## src/rtl/dac_spi_receiver_if.sv

```systemverilog
// Shared DAC SPI bus: serial clock, data, frame select and clear, all driven by the DAC driver.
interface dac_spi_receiver_if;
    logic SPI_SCK;
    logic SPI_MOSI;
    logic DAC_CS;
    logic DAC_CLR;

    modport master (output SPI_SCK, SPI_MOSI, DAC_CS, DAC_CLR);
    modport slave  (input  SPI_SCK, SPI_MOSI, DAC_CS, DAC_CLR);
endinterface

```

## src/rtl/dac_spi_receiver.sv

```systemverilog
// Passive monitor of 32-bit DAC write frames; decodes channel A/B codes into parallel registers.
module dac_spi_receiver #(
    parameter int unsigned SYNC_STAGES = 2,
    parameter int unsigned DATA_W      = 12
) (
    input  logic                  CLK_50M,
    input  logic                  RST_N,
    dac_spi_receiver_if.slave     bus,
    output logic [DATA_W-1:0]     Va,
    output logic [DATA_W-1:0]     Vb,
    output logic                  va_valid,
    output logic                  vb_valid,
    output logic                  frame_err,
    output logic [3:0]            cmd_last,
    output logic                  busy
);
    typedef enum logic [1:0] {IDLE, SHIFT, COMMIT} state_t;

    // Bus lanes {clr, cs, mosi, sck}; reset to the idle bus level.
    localparam logic [3:0] BUS_IDLE = 4'b1100;

    logic [3:0]  sync_q [SYNC_STAGES];
    logic        sck_s, mosi_s, cs_s, clr_s;
    logic        sck_prev, cs_prev;
    logic        sck_rise, cs_rise;
    logic [23:0] sr;
    logic [5:0]  bit_cnt;
    state_t      state;

    assign {clr_s, cs_s, mosi_s, sck_s} = sync_q[SYNC_STAGES-1];
    assign sck_rise = sck_s & ~sck_prev;
    assign cs_rise  = cs_s & ~cs_prev;

    always_ff @(posedge CLK_50M or negedge RST_N) begin
        if (!RST_N) begin
            for (int unsigned i = 0; i < SYNC_STAGES; i++) begin
                sync_q[i] <= BUS_IDLE;
            end
        end else begin
            sync_q[0] <= {bus.DAC_CLR, bus.DAC_CS, bus.SPI_MOSI, bus.SPI_SCK};
            for (int unsigned i = 1; i < SYNC_STAGES; i++) begin
                sync_q[i] <= sync_q[i-1];
            end
        end
    end

    // Only the low 24 frame bits are kept: bits [31:24] are never decoded.
    always_ff @(posedge CLK_50M or negedge RST_N) begin
        if (!RST_N) begin
            state     <= IDLE;
            sck_prev  <= 1'b0;
            cs_prev   <= 1'b1;
            sr        <= '0;
            bit_cnt   <= '0;
            Va        <= '0;
            Vb        <= '0;
            va_valid  <= 1'b0;
            vb_valid  <= 1'b0;
            frame_err <= 1'b0;
            cmd_last  <= '0;
            busy      <= 1'b0;
        end else begin
            sck_prev  <= sck_s;
            cs_prev   <= cs_s;
            va_valid  <= 1'b0;
            vb_valid  <= 1'b0;
            frame_err <= 1'b0;
            case (state)
                IDLE: begin
                    if (!cs_s) begin
                        bit_cnt <= '0;
                        sr      <= '0;
                        busy    <= 1'b1;
                        state   <= SHIFT;
                    end
                end
                SHIFT: begin
                    if (sck_rise) begin
                        sr <= {sr[22:0], mosi_s};
                        if (bit_cnt != 6'd33) begin
                            bit_cnt <= bit_cnt + 6'd1;
                        end
                    end
                    if (cs_rise) begin
                        busy  <= 1'b0;
                        state <= COMMIT;
                    end
                end
                COMMIT: begin
                    state <= IDLE;
                    if (bit_cnt == 6'd32) begin
                        cmd_last <= sr[23:20];
                        if (sr[23:20] == 4'b0011 && clr_s) begin
                            if (sr[19:16] == 4'h0 || sr[19:16] == 4'hF) begin
                                Va       <= sr[4 +: DATA_W];
                                va_valid <= 1'b1;
                            end
                            if (sr[19:16] == 4'h1 || sr[19:16] == 4'hF) begin
                                Vb       <= sr[4 +: DATA_W];
                                vb_valid <= 1'b1;
                            end
                        end
                    end else begin
                        frame_err <= 1'b1;
                    end
                end
                default: state <= IDLE;
            endcase
            // Clear overrides any same-cycle commit.
            if (!clr_s) begin
                Va <= '0;
                Vb <= '0;
            end
        end
    end
endmodule
```

## src/flat_wrapper.sv

```systemverilog
// flat-port wrapper written by rule: the top's interface ports become plain ports
module dac_spi_receiver_flat 
#(
    parameter int unsigned SYNC_STAGES = 2,
    parameter int unsigned DATA_W      = 12
)
  (CLK_50M, RST_N, Va, Vb, va_valid, vb_valid, frame_err, cmd_last, busy, bus_SPI_SCK, bus_SPI_MOSI, bus_DAC_CS, bus_DAC_CLR);
  dac_spi_receiver_if bus_i ();
  input  logic CLK_50M;
  input  logic RST_N;
  output logic [DATA_W-1:0] Va;
  output logic [DATA_W-1:0] Vb;
  output logic va_valid;
  output logic vb_valid;
  output logic frame_err;
  output logic [3:0] cmd_last;
  output logic busy;
  input wire logic [$bits(bus_i.SPI_SCK)-1:0] bus_SPI_SCK;
  input wire logic [$bits(bus_i.SPI_MOSI)-1:0] bus_SPI_MOSI;
  input wire logic [$bits(bus_i.DAC_CS)-1:0] bus_DAC_CS;
  input wire logic [$bits(bus_i.DAC_CLR)-1:0] bus_DAC_CLR;
  assign bus_i.SPI_SCK = bus_SPI_SCK;
  assign bus_i.SPI_MOSI = bus_SPI_MOSI;
  assign bus_i.DAC_CS = bus_DAC_CS;
  assign bus_i.DAC_CLR = bus_DAC_CLR;
  dac_spi_receiver #(.SYNC_STAGES(SYNC_STAGES), .DATA_W(DATA_W)) u_core (.CLK_50M(CLK_50M), .RST_N(RST_N), .bus(bus_i), .Va(Va), .Vb(Vb), .va_valid(va_valid), .vb_valid(vb_valid), .frame_err(frame_err), .cmd_last(cmd_last), .busy(busy));
endmodule
```

## config.mk

```make
export PLATFORM = sky130hd
export DESIGN_NAME = dac_spi_receiver_flat
export DESIGN_NICKNAME = d
export VERILOG_FILES = /design/src/rtl/dac_spi_receiver_if.sv /design/src/rtl/dac_spi_receiver.sv /design/src/flat_wrapper.sv
export SDC_FILE = /design/constraint.sdc
export NUM_CORES = 1
export LEC_CHECK = 0
export ABC_CLOCK_PERIOD_IN_PS = 4270
export CELL_PAD_IN_SITES_DETAIL_PLACEMENT = 2
export CELL_PAD_IN_SITES_GLOBAL_PLACEMENT = 2
export CORE_MARGIN = 2
export CORE_UTILIZATION = 38
export DETAILED_ROUTE_END_ITERATION = 7
export PLACE_DENSITY = 0.8
export SLEW_MARGIN = 20
export SYNTH_ARGS = -nofsm -noshare
export SYNTH_HDL_FRONTEND = slang
export SYNTH_SLANG_ARGS = --single-unit
export TNS_END_PERCENT = 5
```

## constraint.sdc

```tcl
create_clock -name CLK_50M -period 4.27 [get_ports CLK_50M]
set_input_delay 1.281 -clock CLK_50M [delete_from_list [all_inputs] [get_ports CLK_50M]]
set_output_delay 1.281 -clock CLK_50M [all_outputs]
set_load 0.1 [all_outputs]
```

# After elaboration in Yosys (flattened, before gate mapping)
# Index checks and enable logic that the tools add are counted.
# op_classes
addsub,1
n_eq_ne,16
mux,33
bitwise_logic,4
reduce_logical,13
# ops
op,count
$mux 12,10
$mux 24,2
$pmux 24 s2,1
$mux 6,3
$mux 1,12
$ne 2x2->1 const B,6
$pmux 6 s2,1
$reduce_and 4->1,3
$add 6x1->6 const B,1
$eq 6x6->1 const B,1
$ne 2x1->1 const B,3
$ne 6x6->1 const B,1
$reduce_and 3->1,2
$eq 4x1->1 const B,1
$eq 4x2->1 const B,1
$eq 4x4->1 const B,1
$logic_not 4->1,1
$mux 2,2
$pmux 2 s2,1
$reduce_and 2->1,2
$and 1x1->1,2
$eq 2x1->1 const B,1
$eq 2x2->1 const B,1
$logic_not 2->1,1
5 further kinds,7
# word_totals
reg_bits,74
inputBits,6
out_inout_bits,32
wordCells,81

# Logic depth before layout (Yosys ltp)
# logic_depth
word_depth,7
depth_mapped,8

# Least setup slack after synthesis
# Ideal clock, no wire load.
# synth_timing
path_type,reg-to-output
start,register u_core.busy
end,output port busy
t_arrival_ps,908
required_time_ps,2989
slack_ps,2081
stages_incl_launch_ff,1
n_path_buf,0
path_cell_list,dfrtp_1
# synth_lines
element,line,rtl
start: declaration,dac_spi_receiver.sv:15,output logic busy
start signal: assignment,dac_spi_receiver.sv:61,busy <= 1'b0;
start signal: assignment,dac_spi_receiver.sv:73,busy <= 1'b1;
start signal: assignment,dac_spi_receiver.sv:85,busy <= 1'b0;
end: declaration,flat_wrapper.sv:17,output logic busy;
# No word-level cell between the ends.

# Final worst setup path
# layout_timing
start,register u_core.Va[4]
end,output port Va[4]
# layout_lines
element,line,rtl
start: declaration,dac_spi_receiver.sv:9,"output logic [DATA_W-1:0] Va,"
start signal: assignment,dac_spi_receiver.sv:95,Va <= sr[4 +: DATA_W];
end: declaration,flat_wrapper.sv:11,output logic [DATA_W-1:0] Va;
# No word-level cell between the ends.

==> results by group <==
Worst setup path
  – Crit path max-delay cell type: clkdlybuf4s50_1
  – Critical path required time: 2.99 ns
  – Largest delay share family, worst path: buffers and inverters
  – Cell chain of the critical path: clkdlybuf4s50_1
  – CP Capture Type: output port
  – Setup crit start kind: flip-flop
  – Crit path DAT: 1.86 ns
  – Crit-path max cell delay: 1.15 ns
  – CP max FO: 2
  – CP Class: flip-flop to output port
  – CP bufs+invs: 1
  – Levels on crit path: 1
  – R2R cell count: 4

Yosys
  – Unique cell type count in the Yosys netlist: 32
  – Largest area contributor in the netlist: dfrtp_1
  – Ys async rst share: 1.00
  – Synthesized flop and latch total: 74
  – Syn Nets: 296
  – Most frequent cell after synthesis: nand2_1
  – Mapped Cells: 287
  – Most frequent cells after synthesis: nand2_1, dfrtp_1, o21ai_0
  – Seq/Total Area, Yosys: 0.603
  – Top-area cell type share of the netlist area: 0.561
  – Syn_area_per_cell: 10.7 µm²
  – Ranking of synthesized cells by area: dfrtp_1, nand2_1, mux2i_1
  – Post-Syn Area: 3080 µm²
  – Number of enable flip-flop cells after synthesis: 0
  – Ys flop type: dfrtp_1
  – Syn. warnings: 0

Pwr
  – Combinational power share: 0.085
  – Sw Pwr: 0.366 mW
  – Cell Int Power: 1.08 mW
  – Total power: 1.44 mW
  – Clock power frac: 0.396
  – Switching Fraction: 0.254
  – VDD IR max: 0.188 mV
  – Leakage: 1.54 nW
  – Reg power frac: 0.519
  – Power Dens Cells: 393 nW/µm²

STA
  – Worst Skew: 0.00974 ns
  – Setup-failing EPs final: 0
  – Period utilization: 0.736
  – Hold Vio Cnt, Final: 0
  – Worst slew margin: 0.349
  – Worst setup margin: 1.13 ns
  – Max-slew violation count: 0
  – RSZ-0062 raised after global routing: false
  – Worst-Margin Slew: 0.973 ns
  – Final min period: 3.14 ns
  – Final setup TNS: 0 ns
  – F_max: 318 MHz

Global route
  – First-pass GRT wire length: 11.8 mm
  – Global route overflow: 0
  – Vias in the first global route: 2318
  – Largest net degree at the start of global routing: 75
  – Initial antenna violation count: 0
  – Total Routing Usage GR: 0.173

Final layout
  – Nets: 328
  – Fill count: 817
  – Ant diodes: 0
  – Fin util: 0.469
  – Area of the multi-input gates: 1080 µm²
  – Reg area: 1860 µm²
  – Share of layout cells above drive strength 1: 0.0833
  – Cell area after layout: 3660 µm²
  – Syn-to-layout area delta: 19.0%

Placed design
  – Placed Area: 3460 µm²
  – DP Wirelength: 4.27 mm
  – RD Place Congestion: 0.708
  – Worst slack at placement: 1.49 ns
  – Port bufs: 37

Floorplan
  – Die Ht: 94.0 µm
  – Count of boundary I/O pins: 38
  – Core Box Area: 7810 µm²
  – Initial Util: 0.395
  – Rows: 32
  – Chip Width: 94.0 µm
  – Die area: 8840 µm²

Clock tree
  – Clk slew on worst S/H paths: 0.08 ns
  – CTS tree: built
  – Clock tree buffer depth: 2
  – Resized cells post-CTS: 0
  – TritonCTS Buffers: 9
  – Clock root cell: clkbuf_8
  – Post-CTS setup repair buffer count: 0
  – Clock sink total: 74
  – Hold-fix buffers, CTS: 0
  – H-Tree Depth: 3
  – Clock latency on the worst-skew pair: 0.35 ns

Routing
  – Post-route DRC: 0
  – 1st-pass router iterations: 3
  – Post-Route WL: 6.79 mm
  – DR vias/cell: 5.12
  – Remaining antenna violation count: 0
  – Via count: 2182
  – Avg WL per Cell: 15.9 µm
  – Initial drt markers: 64

Outcome
  – Status: complete, no violations

Hold path
  – Hold WC Path Type: flip-flop to flip-flop
  – Hold path depth: 0

Flow run
  – Max cap viols: 0
## state kept, by name, summed over array words and instances (netlist names)
register,flops
u_core.sr,24
u_core.Va,12
u_core.Vb,12
u_core.bit_cnt,6
u_core.cmd_last,4
u_core.sync_q,4
u_core.state,2
u_core.busy,1
u_core.clr_s,1
u_core.cs_prev,1
u_core.cs_s,1
u_core.frame_err,1
u_core.mosi_s,1
u_core.sck_prev,1
u_core.sck_s,1
u_core.va_valid,1
u_core.vb_valid,1
## metal layers
layer  vias to the layer above  GRT usage  share of wire
met5                         -          0              0
met4                         0     0.0507          0.011
met3                         6     0.0353          0.029
met2                        37      0.272           0.48
met1                      1123      0.243           0.48
li1                       1016          -              -
## through the flow
| step | instances | hold WS, ns |
|---|---|---|
| global placement | 410 | 0.333 |
| floorplan | 287 | 0.331 |
| finish | 426 | 0.352 |
| global route | 426 | 0.360 |
| CTS | 426 | 0.355 |
| detailed placement | 410 | 0.336 |
## area by class of cell
| cell class | count | area share |
|---|---|---|
| Inverter | 3 | 0.00307 |
| Multi-Input combinational cell | 192 | 0.294 |
| Timing Repair Buffer | 39 | 0.104 |
| Clock buffer | 14 | 0.0471 |
| Clock inverter | 2 | 0.00956 |
| Sequential cell | 74 | 0.507 |
| Tap cell | 102 | 0.0348 |
## final timing paths
kind | start | end | slack (ns)
worst max register to register | u_core.bit_cnt[3]$_DFFE_PN0P_ | u_core.Va[10]$_DFFE_PN0P_ | 1.83
worst min register to register | u_core.sync_q[7]$_DFF_PN1_ | u_core.clr_s$_DFF_PN1_ | 0.35
worst min-delay path | u_core.sync_q[7]$_DFF_PN1_ | u_core.clr_s$_DFF_PN1_ | 0.35
min in group asynchronous | RST_N | u_core.Vb[9]$_DFFE_PN0P_ | 1.07
max in group asynchronous | RST_N | u_core.cmd_last[0]$_DFFE_PN0P_ | 2.59
worst max-delay path | u_core.Va[4]$_DFFE_PN0P_ | Va[4] | 1.13
## cell usage in the layout, fill, tap and decap left out, types with 2 or more instances in the layout
cell and n:
inv_1 3, mux2i_1 25, clkbuf_1 2, dfstp_2 5, dfrtp_1 69, mux2_2 4
nand3_1 5, a21oi_1 5, o21ai_0 32, buf_4 3, nand2_1 87, nor3_1 2
and3_1 3, a31oi_1 2, nand2b_1 5, nor2_1 6, ha_1 3, nor2b_1 3
clkdlybuf4s50_1 36, clkbuf_8 12
## kinds of logic after synthesis
group                    Yosys count  synth area share
adder cells (fa/ha/maj)            3            0.0122
AO/OA/AOI/OAI                     43            0.0743
buffers and inverters             21            0.0471
multiplexers                      29            0.0959
AND/OR/NAND/NOR                  117             0.167
flip-flops                        74             0.603
## power groups by stage
stage	sequential, mW	combinational (mW)	clock, mW
floorplan	0.770	0.0690	0
global placement	0.760	0.120	0
detailed placement	0.762	0.123	0
CTS	0.749	0.126	0.584
global route	0.753	0.140	0.617
finish	0.748	0.123	0.571
Power figures use the tool's default switching activity.
